`src/rtl/wb_pkg.sv`:
```
// Shared encodings for the register-bank write-back sequencer.
// Holds state encoding, mux codes and the stack-pointer init constant.
package wb_pkg;

  typedef enum logic [2:0] {
    ST_INIT  = 3'd0,
    ST_SP_WR = 3'd1,
    ST_IDLE  = 3'd2,
    ST_WAIT  = 3'd3,
    ST_WRITE = 3'd4
  } wb_state_e;

  typedef logic [2:0] wb_src_t;
  typedef logic [1:0] wb_dst_t;

  // Write-data mux sources; code 7 routes the hard-wired $sp init constant.
  localparam wb_src_t WB_SRC_ALU   = 3'd0;
  localparam wb_src_t WB_SRC_MEM   = 3'd1;
  localparam wb_src_t WB_SRC_HI    = 3'd2;
  localparam wb_src_t WB_SRC_LO    = 3'd3;
  localparam wb_src_t WB_SRC_PC4   = 3'd4;
  localparam wb_src_t WB_SRC_IMM   = 3'd5;
  localparam wb_src_t WB_SRC_SHIFT = 3'd6;
  localparam wb_src_t WB_SRC_CONST = 3'd7;

  localparam wb_dst_t WB_DST_RT = 2'd0;
  localparam wb_dst_t WB_DST_RD = 2'd1;
  localparam wb_dst_t WB_DST_RA = 2'd2;
  localparam wb_dst_t WB_DST_SP = 2'd3;

  localparam logic [31:0] SP_INIT_VALUE = 32'd227;

  localparam int WAIT_MAX_DEFAULT = 40;
  localparam int CNT_W_DEFAULT    = 6;

endpackage

```
`src/rtl/wb_ctrl_if.sv`:
```
// Request/response bundle between the main control unit and the write-back sequencer.
interface wb_ctrl_if;
  import wb_pkg::*;

  logic    start;
  wb_src_t wb_src;
  wb_dst_t wb_dst;
  logic    src_wait;
  logic    abort;
  wb_src_t mux_wd_sel;
  wb_dst_t mux_wr_sel;
  logic    reg_write;
  logic    busy;
  logic    done;
  logic    timeout;
  logic    init_done;

  modport master (
    output start, wb_src, wb_dst, src_wait, abort,
    input  mux_wd_sel, mux_wr_sel, reg_write, busy, done, timeout, init_done
  );

  modport slave (
    input  start, wb_src, wb_dst, src_wait, abort,
    output mux_wd_sel, mux_wr_sel, reg_write, busy, done, timeout, init_done
  );

endinterface

```
`src/rtl/wb_wait_timer.sv`:
```
// Stall counter for a pending write-back: clear, count-enable and terminal-count flag.
module wb_wait_timer #(
  parameter int WAIT_MAX = 40,
  parameter int CNT_W    = 6
) (
  input  logic             clk,
  input  logic             reset,
  input  logic             clr_i,
  input  logic             en_i,
  output logic [CNT_W-1:0] cnt_o,
  output logic             tc_o
);

  // tc_o flags the last permitted stall cycle, so WAIT_MAX stall cycles end the request.
  localparam logic [CNT_W-1:0] TC_VAL = CNT_W'(WAIT_MAX - 1);

  logic [CNT_W-1:0] cnt_q;
  logic [CNT_W-1:0] cnt_d;

  always_comb begin
    cnt_d = cnt_q;
    if (clr_i) begin
      cnt_d = '0;
    end else if (en_i) begin
      cnt_d = cnt_q + 1'b1;
    end
  end

  always_ff @(posedge clk or posedge reset) begin
    if (reset) begin
      cnt_q <= '0;
    end else begin
      cnt_q <= cnt_d;
    end
  end

  assign cnt_o = cnt_q;
  assign tc_o  = (cnt_q == TC_VAL);

endmodule

```
`src/rtl/wb_ctrl.sv`:
```
// Write-back sequencer: one-time $sp init write, then latched write-back requests
// with source stall handling, abort and stall timeout. All outputs are registered.
module wb_ctrl
  import wb_pkg::*;
#(
  parameter int WAIT_MAX = WAIT_MAX_DEFAULT,
  parameter int CNT_W    = CNT_W_DEFAULT
) (
  input  logic       clk,
  input  logic       reset,
  wb_ctrl_if.slave   bus
);

  wb_state_e  state_q;
  wb_src_t    mux_wd_sel_q;
  wb_dst_t    mux_wr_sel_q;
  logic       reg_write_q;
  logic       busy_q;
  logic       done_q;
  logic       timeout_q;
  logic       init_done_q;

  logic             accept;
  logic             tmr_clr;
  logic             tmr_en;
  logic             tmr_tc;
  logic [CNT_W-1:0] tmr_cnt;

  // abort beats start in IDLE, so an aborted cycle never opens a request.
  assign accept  = (state_q == ST_IDLE) && bus.start && !bus.abort;
  assign tmr_clr = accept;
  assign tmr_en  = (state_q == ST_WAIT) && bus.src_wait && !bus.abort;

  wb_wait_timer #(
    .WAIT_MAX (WAIT_MAX),
    .CNT_W    (CNT_W)
  ) u_timer (
    .clk   (clk),
    .reset (reset),
    .clr_i (tmr_clr),
    .en_i  (tmr_en),
    .cnt_o (tmr_cnt),
    .tc_o  (tmr_tc)
  );

  always_ff @(posedge clk or posedge reset) begin
    if (reset) begin
      state_q      <= ST_INIT;
      mux_wd_sel_q <= '0;
      mux_wr_sel_q <= '0;
      reg_write_q  <= 1'b0;
      busy_q       <= 1'b1;
      done_q       <= 1'b0;
      timeout_q    <= 1'b0;
      init_done_q  <= 1'b0;
    end else begin
      done_q    <= 1'b0;
      timeout_q <= 1'b0;
      case (state_q)
        ST_INIT: begin
          state_q      <= ST_SP_WR;
          mux_wd_sel_q <= WB_SRC_CONST;
          mux_wr_sel_q <= WB_DST_SP;
          reg_write_q  <= 1'b1;
          busy_q       <= 1'b1;
        end
        ST_SP_WR: begin
          state_q      <= ST_IDLE;
          mux_wd_sel_q <= '0;
          mux_wr_sel_q <= '0;
          reg_write_q  <= 1'b0;
          busy_q       <= 1'b0;
          init_done_q  <= 1'b1;
        end
        ST_IDLE: begin
          if (accept) begin
            // The selector registers double as the request latch.
            state_q      <= ST_WAIT;
            mux_wd_sel_q <= bus.wb_src;
            mux_wr_sel_q <= bus.wb_dst;
            busy_q       <= 1'b1;
          end
        end
        ST_WAIT: begin
          if (bus.abort) begin
            state_q      <= ST_IDLE;
            mux_wd_sel_q <= '0;
            mux_wr_sel_q <= '0;
            busy_q       <= 1'b0;
          end else if (!bus.src_wait) begin
            state_q     <= ST_WRITE;
            reg_write_q <= 1'b1;
            done_q      <= 1'b1;
          end else if (tmr_tc) begin
            state_q      <= ST_IDLE;
            mux_wd_sel_q <= '0;
            mux_wr_sel_q <= '0;
            busy_q       <= 1'b0;
            timeout_q    <= 1'b1;
          end
        end
        ST_WRITE: begin
          state_q      <= ST_IDLE;
          mux_wd_sel_q <= '0;
          mux_wr_sel_q <= '0;
          reg_write_q  <= 1'b0;
          busy_q       <= 1'b0;
        end
        default: begin
          state_q      <= ST_INIT;
          mux_wd_sel_q <= '0;
          mux_wr_sel_q <= '0;
          reg_write_q  <= 1'b0;
          busy_q       <= 1'b1;
        end
      endcase
    end
  end

  assign bus.mux_wd_sel = mux_wd_sel_q;
  assign bus.mux_wr_sel = mux_wr_sel_q;
  assign bus.reg_write  = reg_write_q;
  assign bus.busy       = busy_q;
  assign bus.done       = done_q;
  assign bus.timeout    = timeout_q;
  assign bus.init_done  = init_done_q;

  logic unused_cnt;
  assign unused_cnt = ^tmr_cnt;

endmodule
```
`src/flat_wrapper.sv`:
```
// flat-port wrapper written by rule: the top's interface ports become plain ports
module wb_ctrl_flat import wb_pkg::*;
#(
  parameter int WAIT_MAX = WAIT_MAX_DEFAULT,
  parameter int CNT_W    = CNT_W_DEFAULT
)
  (clk, reset, bus_start, bus_wb_src, bus_wb_dst, bus_src_wait, bus_abort, bus_mux_wd_sel, bus_mux_wr_sel, bus_reg_write, bus_busy, bus_done, bus_timeout, bus_init_done);
  wb_ctrl_if bus_i ();
  input  logic clk;
  input  logic reset;
  input wire logic [$bits(bus_i.start)-1:0] bus_start;
  input wire logic [$bits(bus_i.wb_src)-1:0] bus_wb_src;
  input wire logic [$bits(bus_i.wb_dst)-1:0] bus_wb_dst;
  input wire logic [$bits(bus_i.src_wait)-1:0] bus_src_wait;
  input wire logic [$bits(bus_i.abort)-1:0] bus_abort;
  output wire logic [$bits(bus_i.mux_wd_sel)-1:0] bus_mux_wd_sel;
  output wire logic [$bits(bus_i.mux_wr_sel)-1:0] bus_mux_wr_sel;
  output wire logic [$bits(bus_i.reg_write)-1:0] bus_reg_write;
  output wire logic [$bits(bus_i.busy)-1:0] bus_busy;
  output wire logic [$bits(bus_i.done)-1:0] bus_done;
  output wire logic [$bits(bus_i.timeout)-1:0] bus_timeout;
  output wire logic [$bits(bus_i.init_done)-1:0] bus_init_done;
  assign bus_i.start = bus_start;
  assign bus_i.wb_src = bus_wb_src;
  assign bus_i.wb_dst = bus_wb_dst;
  assign bus_i.src_wait = bus_src_wait;
  assign bus_i.abort = bus_abort;
  assign bus_mux_wd_sel = bus_i.mux_wd_sel;
  assign bus_mux_wr_sel = bus_i.mux_wr_sel;
  assign bus_reg_write = bus_i.reg_write;
  assign bus_busy = bus_i.busy;
  assign bus_done = bus_i.done;
  assign bus_timeout = bus_i.timeout;
  assign bus_init_done = bus_i.init_done;
  wb_ctrl #(.WAIT_MAX(WAIT_MAX), .CNT_W(CNT_W)) u_core (.clk(clk), .reset(reset), .bus(bus_i));
endmodule
```
`config.mk`:
```
export PLATFORM = sky130hd
export DESIGN_NAME = wb_ctrl_flat
export DESIGN_NICKNAME = d
export VERILOG_FILES = /design/src/rtl/wb_pkg.sv /design/src/rtl/wb_ctrl_if.sv /design/src/rtl/wb_wait_timer.sv /design/src/rtl/wb_ctrl.sv /design/src/flat_wrapper.sv
export SDC_FILE = /design/constraint.sdc
export NUM_CORES = 1
export LEC_CHECK = 0
export CORE_MARGIN = 3
export CORE_UTILIZATION = 32
export DETAILED_ROUTE_END_ITERATION = 8
export DONT_BUFFER_PORTS = 1
export GPL_ROUTABILITY_DRIVEN = 0
export PLACE_DENSITY = 0.48
export SLEW_MARGIN = 20
export SYNTH_ARGS = -nofsm -noshare
export SYNTH_HDL_FRONTEND = slang
export SYNTH_SLANG_ARGS = --single-unit
```
`constraint.sdc`:
```
create_clock -name clk -period 2.1 [get_ports clk]
set_input_delay 0.63 -clock clk [delete_from_list [all_inputs] [get_ports clk]]
set_output_delay 0.63 -clock clk [all_outputs]
set_load 0.05 [all_outputs]
```
==> reports/results.md, run 1 <==
| Item | Reported |
| --- | --- |
| Final worst-path cycle share | 79.11% |
| End point of the critical path | u_core.bus.mux_wr_sel[1] |
| Data required time of the worst path | 2290 ps |
| Number of buffers created by CTS | 3 |
| Final hold slack | 225.7 ps |
| Largest stage delay on the critical path | 460 ps |
| Largest net degree at the start of global routing | 20 |
| Count of state elements after synthesis | 19 |
| Shortest clock period the worst path allows after layout | 1661 ps |
| Worst r2r dst | u_core.bus.mux_wr_sel[1] |
| Most area-hungry cell type in the Yosys netlist | dfrtp_1 |
| Worst IR drop on VDD | 0.8296 mV |
| Die Outline Area | 3535 µm² |
| # clock sinks | 19 |
| Number of distinct library cells after synthesis | 26 |
| Detail Placement HPWL | 1210 µm |
| Overall via count from detail_route | 595 |
| Die width | 59.46 µm |
| Most common cell after layout, fill and taps aside | dfrtp_1 |
| Maximum buffer depth of the clock tree | 2 |
| Clock edge transition at the registers on the reported setup and hold paths | 100 ps |
| TNS Setup | 0 ps |
| Result of the run | finished clean |
| Crit end category | flop |
| CP Class | flop to flop |
| Slew at the pin with the worst max-slew slack | 486.1 ps |
| Setup repair after global routing missed its margin | no |
| Peak Freq | 602.0 MHz |
| Sequential fraction of the synthesis area | 52.12% |
| Number of placed I/O pins | 20 |
| Worst Path Arrival | 1850 ps |
| Via count of the first global-routing pass | 640 |
| R2r startpoint | u_core.state_q[0] |
| Nets@finish | 104 |
| Synth Instances | 87 |
| Combined area of all synthesized cells | 914.6 µm² |
| TritonCTS clock tree | yes |
| Number of max-cap violations | 0 |
| Post-DRT Antenna Nets | 0 |
| Post-synthesis net count | 98 |
| Commonest non-fill, non-tap cells in the layout | dfrtp_1 (18), inv_1 (9), a21oi_1 (9), nor2_1 (8), mux2_2 (6) |
| Post-Place Setup Slack | 250.5 ps |
| Number of warning messages in the yosys log | 0 |
| Overflow after GRT | 0 |
| Length of the first detailed-routing pass in iterations | 4 |
| Routed vias/inst | 4.877 |
| Resize count post-CTS | 0 |
| Critical Path Fanout Max | 8 |
| Effective utilization at floorplan | 35.31% |
| Count of standard-cell rows | 18 |
| Leakage dissipation | 0.4649 nW |
| Minimum setup slack in the final design | 438.7 ps |
| Post-CTS Repair Setup Buffers | 0 |
| Number of hold-repair buffers added at the cts stage | 0 |
| Wirelength per Cell | 14.15 µm |
| Wire length reported by the detailed router | 1726 µm |
| Fraction of synthesized cell area taken by the top area cell type | 49.25% |
| R2R Setup Slk | 440 ps |
| Top cells by area, synth | dfrtp_1 (49%), mux2_2 (7.4%), a21oi_1 (4.9%), xor2_1 (4.8%), inv_1 (3.7%) |
| Total of endpoints with negative setup slack in the final report | 0 |
| Count of endpoints failing hold in the final timing report | 0 |
| Port buffer count | 0 |
| Worst path slowest cell | dfrtp_1 |
| GRT Util Overall | 11.97% |
| Wire length of the first global-routing pass | 3111 µm |
| Mean instance size in the synthesized netlist | 10.51 µm² |
| Antenna cells | 0 |
| Floorplan die height | 59.46 µm |
| Final core occ | 38.26% |
| Worst min-delay path category | primary input to asynchronous set/reset pin |
| Worst-Skew Late Latency | 300 ps |
| Clock skew after layout | 2.120 ps |
| First-iteration detailed-routing DRC count | 51 |
| Power per unit of standard cell area | 1418 nW/µm² |
| CP startpoint kind | flop |
| Relative slew margins | 67.59% |
| Master cell of the clock root buffer | clkbuf_4 |
| Cell-by-cell listing of the critical path | nor3b_1 > a21o_1 > a32oi_4 > mux2_2 |
| Total DRC errors in the routed layout | 0 |
| H-Tree Level Count | 1 |
| Number of antenna violations at the first check in global routing | 0 |
| Source of the critical timing path | u_core.state_q[0] |
| Core area | 2590 µm² |
| Worst reg2reg path depth | 4 |
| Area Overhead vs Synth | 8.345% |
| Fraction of final layout cells with drive strength greater than 1 | 19.57% |
| Pins Over Slew Limit | 0 |
-- synthesized netlist by cell type --
master and instances:
o21ai_0 2, nor4bb_1 1, nand4_1 2, nand2b_1 1, or2_2 1, buf_4 1, buf_2 2, mux2_2 6
and2_1 1, nand3_1 4, nor2_1 8, a31o_2 2, and3_1 2, a32oi_4 1, o211a_1 1, xor2_1 5
a21o_1 1, dfstp_2 1, nor2b_1 2, ha_1 1, nor4_1 1, a21oi_1 9, dfrtp_1 18, inv_1 9
nor3b_1 1, nand2_1 4
-- how the worst min path moves through the flow --
stage                                 start                        to  slack [ps]  depth (start not counted)
after floorplan           u_core.state_q[2]      u_core.bus.reg_write         470                          1
after global placement    u_core.state_q[2]      u_core.bus.reg_write         510                          1
after detailed placement  u_core.state_q[2]      u_core.bus.reg_write         520                          1
after CTS                             reset   u_core.u_timer.cnt_o[4]         220                          2
after global routing                  reset  u_core.bus.mux_wd_sel[2]         230                          2
final                                 reset  u_core.bus.mux_wr_sel[1]         230                          2
-- stage by stage --
| stage | instances | cell area (µm²) | power (W) |
|---|---|---|---|
| after floorplan | 87 | 914.6 | 0.001143 |
| final | 122 | 991.0 | 0.001405 |
| after global placement | 118 | 964.7 | 0.001229 |
| after detailed placement | 118 | 964.7 | 0.001239 |
| after CTS | 122 | 991.0 | 0.001428 |
| after global routing | 122 | 991.0 | 0.001518 |
-- cells by family (layout without fill, tap and decap cells) --
kind of cell	after synthesis	count (layout)	share of synthesized area (%)
flops	19	19	52.12
simple gates	28	28	15.87
buf+inv	12	17	5.609
mux	6	6	7.387
compound gates	16	16	12.86
xor+xnor	5	5	4.788
fa+ha+maj	1	1	1.368
-- sequential cells by signal, summed over array words and instances (netlist names) --
signal / count
u_core.bus.busy: 1
u_core.u_timer.cnt_o: 6
u_core.bus.init_done: 1
u_core.bus.done: 1
u_core.bus.mux_wd_sel: 3
u_core.bus.mux_wr_sel: 2
u_core.state_q: 3
u_core.bus.timeout: 1
u_core.bus.reg_write: 1
-- critical path: cells and delay by family (launching register included) --
family,cells,cell delay (ps)
compound gates,2,510
flops,1,460
mux,1,370
simple gates,1,200
-- metal layers --
metal	vias to the layer above	track usage, %	wire length [µm]
met1	272	17.00	848
met3	5	3.050	76
met5	-	0	0
met2	14	16.22	754
met4	0	6.796	46
li1	304	-	-
-- cell type report --
class | count | area [µm²]
Timing Repair Buffer | 4 | 30.03
Multi-Input combinational cell | 56 | 386.6
Fill cell | 261 | 1599
Sequential cell | 19 | 476.7
Inverter | 9 | 33.78
Tap cell | 30 | 37.54
Clock buffer | 4 | 26.28
-- where the power goes --
group | switching [W] | internal [W] | total (W)
Clock | 0.000110 | 0.0000740 | 0.000184
Sequential | 0.000331 | 0.000478 | 0.000809
Combinational | 0.000193 | 0.000219 | 0.000412
Total | 0.000634 | 0.000771 | 0.00140
(Power assumes the default switching activity.)
==> run 2, diff against run 1 <==
--- a/config.mk
+++ b/config.mk
@@ -10,7 +10,7 @@
 export DETAILED_ROUTE_END_ITERATION = 8
 export DONT_BUFFER_PORTS = 1
 export GPL_ROUTABILITY_DRIVEN = 0
-export PLACE_DENSITY = 0.48
+export PLACE_DENSITY = 0.49
 export SLEW_MARGIN = 20
 export SYNTH_ARGS = -nofsm -noshare
 export SYNTH_HDL_FRONTEND = slang
==> constraint.sdc (replaced) <==
create_clock -name clk -period 1.4 [get_ports clk]
set_input_delay 0.42 -clock clk [delete_from_list [all_inputs] [get_ports clk]]
set_output_delay 0.42 -clock clk [all_outputs]
set_load 0.05 [all_outputs]
==> run 2 against run 1 <==
Compared with the run above: the flow now finishes with violations (setup timing); clock power increased by 57%; critical endpoint is now u_core.bus.mux_wd_sel[1]; largest power group unchanged; register-to-register slack worse by 570 ps; wire length increased by 18%; first-iteration DRC count is 37% lower; sequential cell count stayed put; largest cell class is now multi-input gates; total power increased by 87%; worst hold slack worse by 220 ps; final cell count up 16%; die area did not move; global-route usage up 0.74 points; setup slack got worse by 570 ps.
==> reports/results.md, run 2 (synthesis gave the netlist of run 1 again) <==
| Item | Reported | vs previous |
| --- | --- | --- |
| Master cell of the clock root buffer | clkbuf_4 |  |
| Power per unit of standard cell area | 2079 nW/µm² | +47% |
| Nets@finish | 124 | +19% |
| # clock sinks | 19 | unchanged |
| Relative slew margins | 66.69% | -0.90 points |
| Leakage dissipation | 0.6148 nW | +32% |
| Worst IR drop on VDD | 1.258 mV | +52% |
| Most common cell after layout, fill and taps aside | buf_4 |  |
| Worst-Skew Late Latency | 310 ps | about the same |
| Commonest non-fill, non-tap cells in the layout | buf_4 (21), dfrtp_1 (18), inv_1 (9), nor2_1 (8), a21oi_1 (8) |  |
| Floorplan die height | 59.46 µm | unchanged |
| Largest net degree at the start of global routing | 20 | unchanged |
| Shortest clock period the worst path allows after layout | 1535 ps | -126.5 ps |
| FILL cells | 235 | -10% |
| Largest stage delay on the critical path | 430 ps | -30 ps |
| H-Tree Level Count | 1 | unchanged |
| Core area | 2590 µm² | unchanged |
| Cell-by-cell listing of the critical path | ha_4 > nand4_1 > a32oi_4 > buf_12 > mux2_4 |  |
| Post-DRT Antenna Nets | 0 | unchanged |
| TritonCTS clock tree | yes |  |
| Placed instance area | 1067 µm² | +11% |
| Number of cells in the design after placement | 128 | +8.5% |
| Number of max-cap violations | 0 | unchanged |
| Cell Count, Final, Fillers Out | 142 | +16% |
| Overflow after GRT | 0 | unchanged |
| Antenna cells | 0 | unchanged |
| CP startpoint kind | flop |  |
| Fraction of final layout cells with drive strength greater than 1 | 42.86% | +23 points |
| Wire length reported by the detailed router | 2042 µm | +18% |
| Worst Path Arrival | 1740 ps | -110 ps |
| CP Class | flop to flop |  |
| GRT Util Overall | 12.71% | +0.74 points |
| Setup repair after global routing missed its margin | yes |  |
| Total DRC errors in the routed layout | 0 | unchanged |
| Number of buffers created by CTS | 3 | unchanged |
| Area Overhead vs Synth | 37.89% |  |
| Worst path slowest cell | dfrtp_1 |  |
| Wirelength per Cell | 14.38 µm | +1.6% |
| Count of standard-cell rows | 18 | unchanged |
| Detail Placement HPWL | 1409 µm | +16% |
| Maximum buffer depth of the clock tree | 2 | unchanged |
| Max FFs per register | 6 | unchanged |
| Count of endpoints failing hold in the final timing report | 0 | unchanged |
| Overall via count from detail_route | 716 | +20% |
| Worst min-delay path category | primary input to asynchronous set/reset pin |  |
| Routed vias/inst | 5.042 | +3.4% |
| Minimum setup slack in the final design | -134.8 ps | -573.5 ps |
| Critical Path Fanout Max | 6 | -2 |
| Clock edge transition at the registers on the reported setup and hold paths | 120 ps | +20 ps |
| First-iteration detailed-routing DRC count | 32 | -37% |
| TNS Setup | -928.1 ps | -928.1 ps |
| Number of antenna violations at the first check in global routing | 0 | unchanged |
| Layout Cell Area excl Fill | 1261 µm² | +27% |
| Via count of the first global-routing pass | 736 | +15% |
| Final worst-path cycle share | 109.6% | +31 points |
| Length of the first detailed-routing pass in iterations | 4 | unchanged |
| Pins Over Slew Limit | 0 | unchanged |
| Crit end category | flop |  |
| Post-Place Setup Slack | -208.0 ps | -458.5 ps |
| Multi-input gate area | 485.5 µm² | +26% |
| Peak Freq | 651.6 MHz | +8.2% |
| Wire length of the first global-routing pass | 3325 µm | +6.9% |
| Port buffer count | 0 | unchanged |
| Violations in the final reports | setup timing |  |
| Die width | 59.46 µm | unchanged |
| Slew at the pin with the worst max-slew slack | 499.6 ps | +13.49 ps |
| Sequential cell area | 476.7 µm² | unchanged |
| Clock skew after layout | 10.33 ps | +8.205 ps |
| Effective utilization at floorplan | 35.31% | unchanged |
| Final hold slack | 3.920 ps | -221.8 ps |
| Number of placed I/O pins | 20 | unchanged |
| Die Outline Area | 3535 µm² | unchanged |
| Number of hold-repair buffers added at the cts stage | 0 | unchanged |
| Data required time of the worst path | 1610 ps | -680 ps |
| Total of endpoints with negative setup slack in the final report | 12 | +12 |
| Result of the run | finished, violations left |  |
==> run 2: cell count changes in the layout (fill, tap and decap cells not counted), sizes merged <==
cell / previous run / this run
buf: 4 / 24
clkbuf: 4 / 3
clkinv: 0 / 1
==> run 2: what timing repair did <==
action | in CTS | in global routing
endpoints found under the hold margin | 0 | 0
endpoints found under the setup margin | 18 | 24
setup buffers | 10 | 2
gates resized for setup | 11 | 4
pin swaps | 11 | 3
gates cloned | 0 | 0
==> run 2: per-layer routing <==
layer,vias up,wire [µm],GRT usage [%]
met2,20,1081,20.90
met3,2,80,3.922
met1,349,864,15.82
li1,345,-,-
met4,0,15,3.883
met5,-,0,0
==> run 2: through the flow <==
step	utilization (%)	power, W
4_1_cts	47.54	0.002548
6_report	48.70	0.002622
2_1_floorplan	-	0.001825
5_1_grt	48.70	0.002776
3_5_place_dp	41.21	0.002046
3_3_place_gp	41.21	0.002024
==> run 2: cell type report <==
cell class,instances,area share (%)
Multi-Input combinational cell,56,38.49
Sequential cell,19,37.80
Timing Repair Buffer,24,15.87
Tap cell,30,2.976
Inverter,9,2.679
Clock buffer,3,1.786
Clock inverter,1,0.3968
==> run 2: critical path: cells and delay by family, from the launching register on <==
family | cells | cell delay [ps]
buf+inv | 1 | 160
compound gates | 1 | 240
fa+ha+maj | 1 | 170
flops | 1 | 430
simple gates | 1 | 160
mux | 1 | 290
==> run 2: power breakdown <==
group | internal, W | switching, W
registers | 0.000717 | 0.000502
logic | 0.000696 | 0.000417
clock network | 0.000107 | 0.000183
total | 0.00152 | 0.00110
==> run 2: worst paths after layout <==
kind / startpoint / end / slack [ps] / cells past startpoint
setup / recovery: u_core.u_timer.cnt_o[1] / u_core.bus.mux_wd_sel[1] / -130 / 5
hold / removal: reset / u_core.bus.reg_write / 4 / 2
setup reg to reg: u_core.u_timer.cnt_o[1] / u_core.bus.mux_wd_sel[1] / -130 / 5
hold reg to reg: u_core.u_timer.cnt_o[5] / u_core.u_timer.cnt_o[5] / 560 / 2
max in group asynchronous: reset / u_core.bus.busy / 1140 / 2
min in group clk: bus_src_wait / u_core.bus.done / 150 / 1
==> run 3, diff against run 2 <==
--- a/config.mk
+++ b/config.mk
@@ -10,6 +10,7 @@
 export DETAILED_ROUTE_END_ITERATION = 8
 export DONT_BUFFER_PORTS = 1
 export GPL_ROUTABILITY_DRIVEN = 0
+export MAX_ROUTING_LAYER = met4
 export PLACE_DENSITY = 0.49
 export SLEW_MARGIN = 20
 export SYNTH_ARGS = -nofsm -noshare
==> run 3 against run 2 <==
Compared with the run above: the flow still finishes with violations (setup timing); cell area stayed put; sequential power barely moved; die area did not move; fmax fell by 0.35%; utilization is the same; non-clock buffer count stayed put; critical path depth stayed put; critical endpoint unchanged; highest routed layer unchanged.
==> reports/results.md, run 3 (synthesis gave the netlist of run 1 again) <==
| Item | Reported | vs previous |
| --- | --- | --- |
| CP startpoint kind | flop |  |
| Maximum buffer depth of the clock tree | 2 | unchanged |
| Number of hold-repair buffers added at the cts stage | 0 | unchanged |
| Worst Path Arrival | 1750 ps | about the same |
| Worst reg2reg path depth | 5 | unchanged |
| Floorplan die height | 59.46 µm | unchanged |
| Count of endpoints failing hold in the final timing report | 0 | unchanged |
| Shortest clock period the worst path allows after layout | 1540 ps | +5.373 ps |
| Sequential cell area | 476.7 µm² | unchanged |
| Cell Count, Final, Fillers Out | 142 | unchanged |
| TritonCTS clock tree | yes |  |
| Slew at the pin with the worst max-slew slack | 501.0 ps | +1.413 ps |
| Violations in the final reports | setup timing |  |
| Relative slew margins | 66.60% | -0.094 points |
| Port buffer count | 0 | unchanged |
| Wirelength per Cell | 14.54 µm | +1.1% |
| Count of standard-cell rows | 18 | unchanged |
| Total DRC errors in the routed layout | 0 | unchanged |
| Power per unit of standard cell area | 2080 nW/µm² | about the same |
| Worst min-delay path category | primary input to asynchronous set/reset pin |  |
| Minimum setup slack in the final design | -140.2 ps | -5.373 ps |
| Post-DRT Antenna Nets | 0 | unchanged |
| Overall via count from detail_route | 718 | +0.28% |
| Wire length reported by the detailed router | 2064 µm | +1.1% |
| Routed vias/inst | 5.056 | +0.28% |
| Nets@finish | 124 | unchanged |
| Via count of the first global-routing pass | 740 | +0.54% |
| Die Outline Area | 3535 µm² | unchanged |
| First-iteration detailed-routing DRC count | 34 | +6.3% |
| FILL cells | 235 | unchanged |
| Crit end category | flop |  |
| Number of max-cap violations | 0 | unchanged |
| Max FFs per register | 6 | unchanged |
| Die width | 59.46 µm | unchanged |
| Number of placed I/O pins | 20 | unchanged |
| Detail Placement HPWL | 1409 µm | unchanged |
| Commonest non-fill, non-tap cells in the layout | buf_4 (21), dfrtp_1 (18), inv_1 (9), nor2_1 (8), a21oi_1 (8) |  |
| H-Tree Level Count | 1 | unchanged |
| CP Class | flop to flop |  |
| Master cell of the clock root buffer | clkbuf_4 |  |
| Length of the first detailed-routing pass in iterations | 4 | unchanged |
| Antenna cells | 0 | unchanged |
| Result of the run | finished, violations left |  |
| Clock edge transition at the registers on the reported setup and hold paths | 120 ps | about the same |
| Area Overhead vs Synth | 37.89% | unchanged |
| Critical Path Fanout Max | 6 | unchanged |
| Setup repair after global routing missed its margin | yes |  |
| Core area | 2590 µm² | unchanged |
| Leakage dissipation | 0.6148 nW | unchanged |
| Number of cells in the design after placement | 128 | unchanged |
| Overflow after GRT | 0 | unchanged |
| Number of antenna violations at the first check in global routing | 0 | unchanged |
| # clock sinks | 19 | unchanged |
| Clock skew after layout | 6.305 ps | -4.021 ps |
| Pins Over Slew Limit | 0 | unchanged |
| Multi-input gate area | 485.5 µm² | unchanged |
| Effective utilization at floorplan | 35.31% | unchanged |
| Wire length of the first global-routing pass | 3325 µm | unchanged |
| Largest net degree at the start of global routing | 20 | unchanged |
| Total of endpoints with negative setup slack in the final report | 12 | unchanged |
| Number of buffers created by CTS | 3 | unchanged |
| Worst IR drop on VDD | 1.251 mV | -0.54% |
| TNS Setup | -930.0 ps | -1.858 ps |
| Most common cell after layout, fill and taps aside | buf_4 |  |
| Final worst-path cycle share | 110.0% | +0.38 points |
| Final hold slack | 4.585 ps | +0.6641 ps |
| Fraction of final layout cells with drive strength greater than 1 | 42.86% | unchanged |
| Data required time of the worst path | 1610 ps | about the same |
| GRT Util Overall | 13.09% | +0.37 points |
| Peak Freq | 649.3 MHz | -0.35% |
| Worst-Skew Late Latency | 310 ps | about the same |
[run 3: cell counts in the layout (fill, tap and decap cells not counted)]
Identical to the previous run, type by type.
[run 3: path summary, 6_finish.rpt]
path | from | to | slack [ps]
max reg2reg | u_core.u_timer.cnt_o[1] | u_core.bus.mux_wd_sel[1] | -140
min in group clk | bus_src_wait | u_core.bus.done | 160
max | u_core.u_timer.cnt_o[1] | u_core.bus.mux_wd_sel[1] | -140
max in group asynchronous | reset | u_core.bus.busy | 1140
min reg2reg | u_core.u_timer.cnt_o[5] | u_core.u_timer.cnt_o[5] | 560
min | reset | u_core.bus.mux_wd_sel[0] | 5
[run 3: repair_timing]
item,in CTS,in global routing
buffers inserted,10,2
endpoints found under the setup margin,18,24
resized for setup,11,4
pin swaps,11,3
[run 3: worst max-delay path, stage by stage (launching register included)]
cell	delay [ps]
dfrtp_1	430
ha_4	170
nand4_1	160
a32oi_4	240
buf_12	160
mux2_4	290
[run 3: stage by stage]
| stage | setup slack, ps | instance area (µm²) | total power (W) | util [%] |
|---|---|---|---|---|
| 3_3_place_gp | -173.0 | 1067 | 0.002024 | 41.21 |
| 2_1_floorplan | -105.0 | 948.4 | 0.001825 | - |
| 3_5_place_dp | -208.0 | 1067 | 0.002046 | 41.21 |
| 5_1_grt | -190.2 | 1261 | 0.002776 | 48.70 |
| 6_report | -140.2 | 1261 | 0.002624 | 48.70 |
| 4_1_cts | -121.9 | 1231 | 0.002548 | 47.54 |
[run 3: routing by layer]
layer / wire length (µm) / track usage (%) / vias to the layer above
met4: 25 / 3.883 / 0
li1: - / - / 345
met5: 0 / - / -
met3: 68 / 3.922 / 4
met1: 891 / 15.82 / 354
met2: 1079 / 20.90 / 15
[run 3: power breakdown]
| part | switching [W] | leakage [nW] | internal, W |
|---|---|---|---|
| clock network | 0.000183 | 0.0177 | 0.000107 |
| registers | 0.000501 | 0.239 | 0.000717 |
| logic | 0.000420 | 0.358 | 0.000696 |
| total | 0.00110 | 0.615 | 0.00152 |
[run 3: area by class of cell]
cell class                      count  share of cell area (%)
Multi-Input combinational cell     56                   38.49
Sequential cell                    19                   37.80
Timing Repair Buffer               24                   15.87
Tap cell                           30                   2.976
Inverter                            9                   2.679
Clock buffer                        3                   1.786
Clock inverter                      1                  0.3968
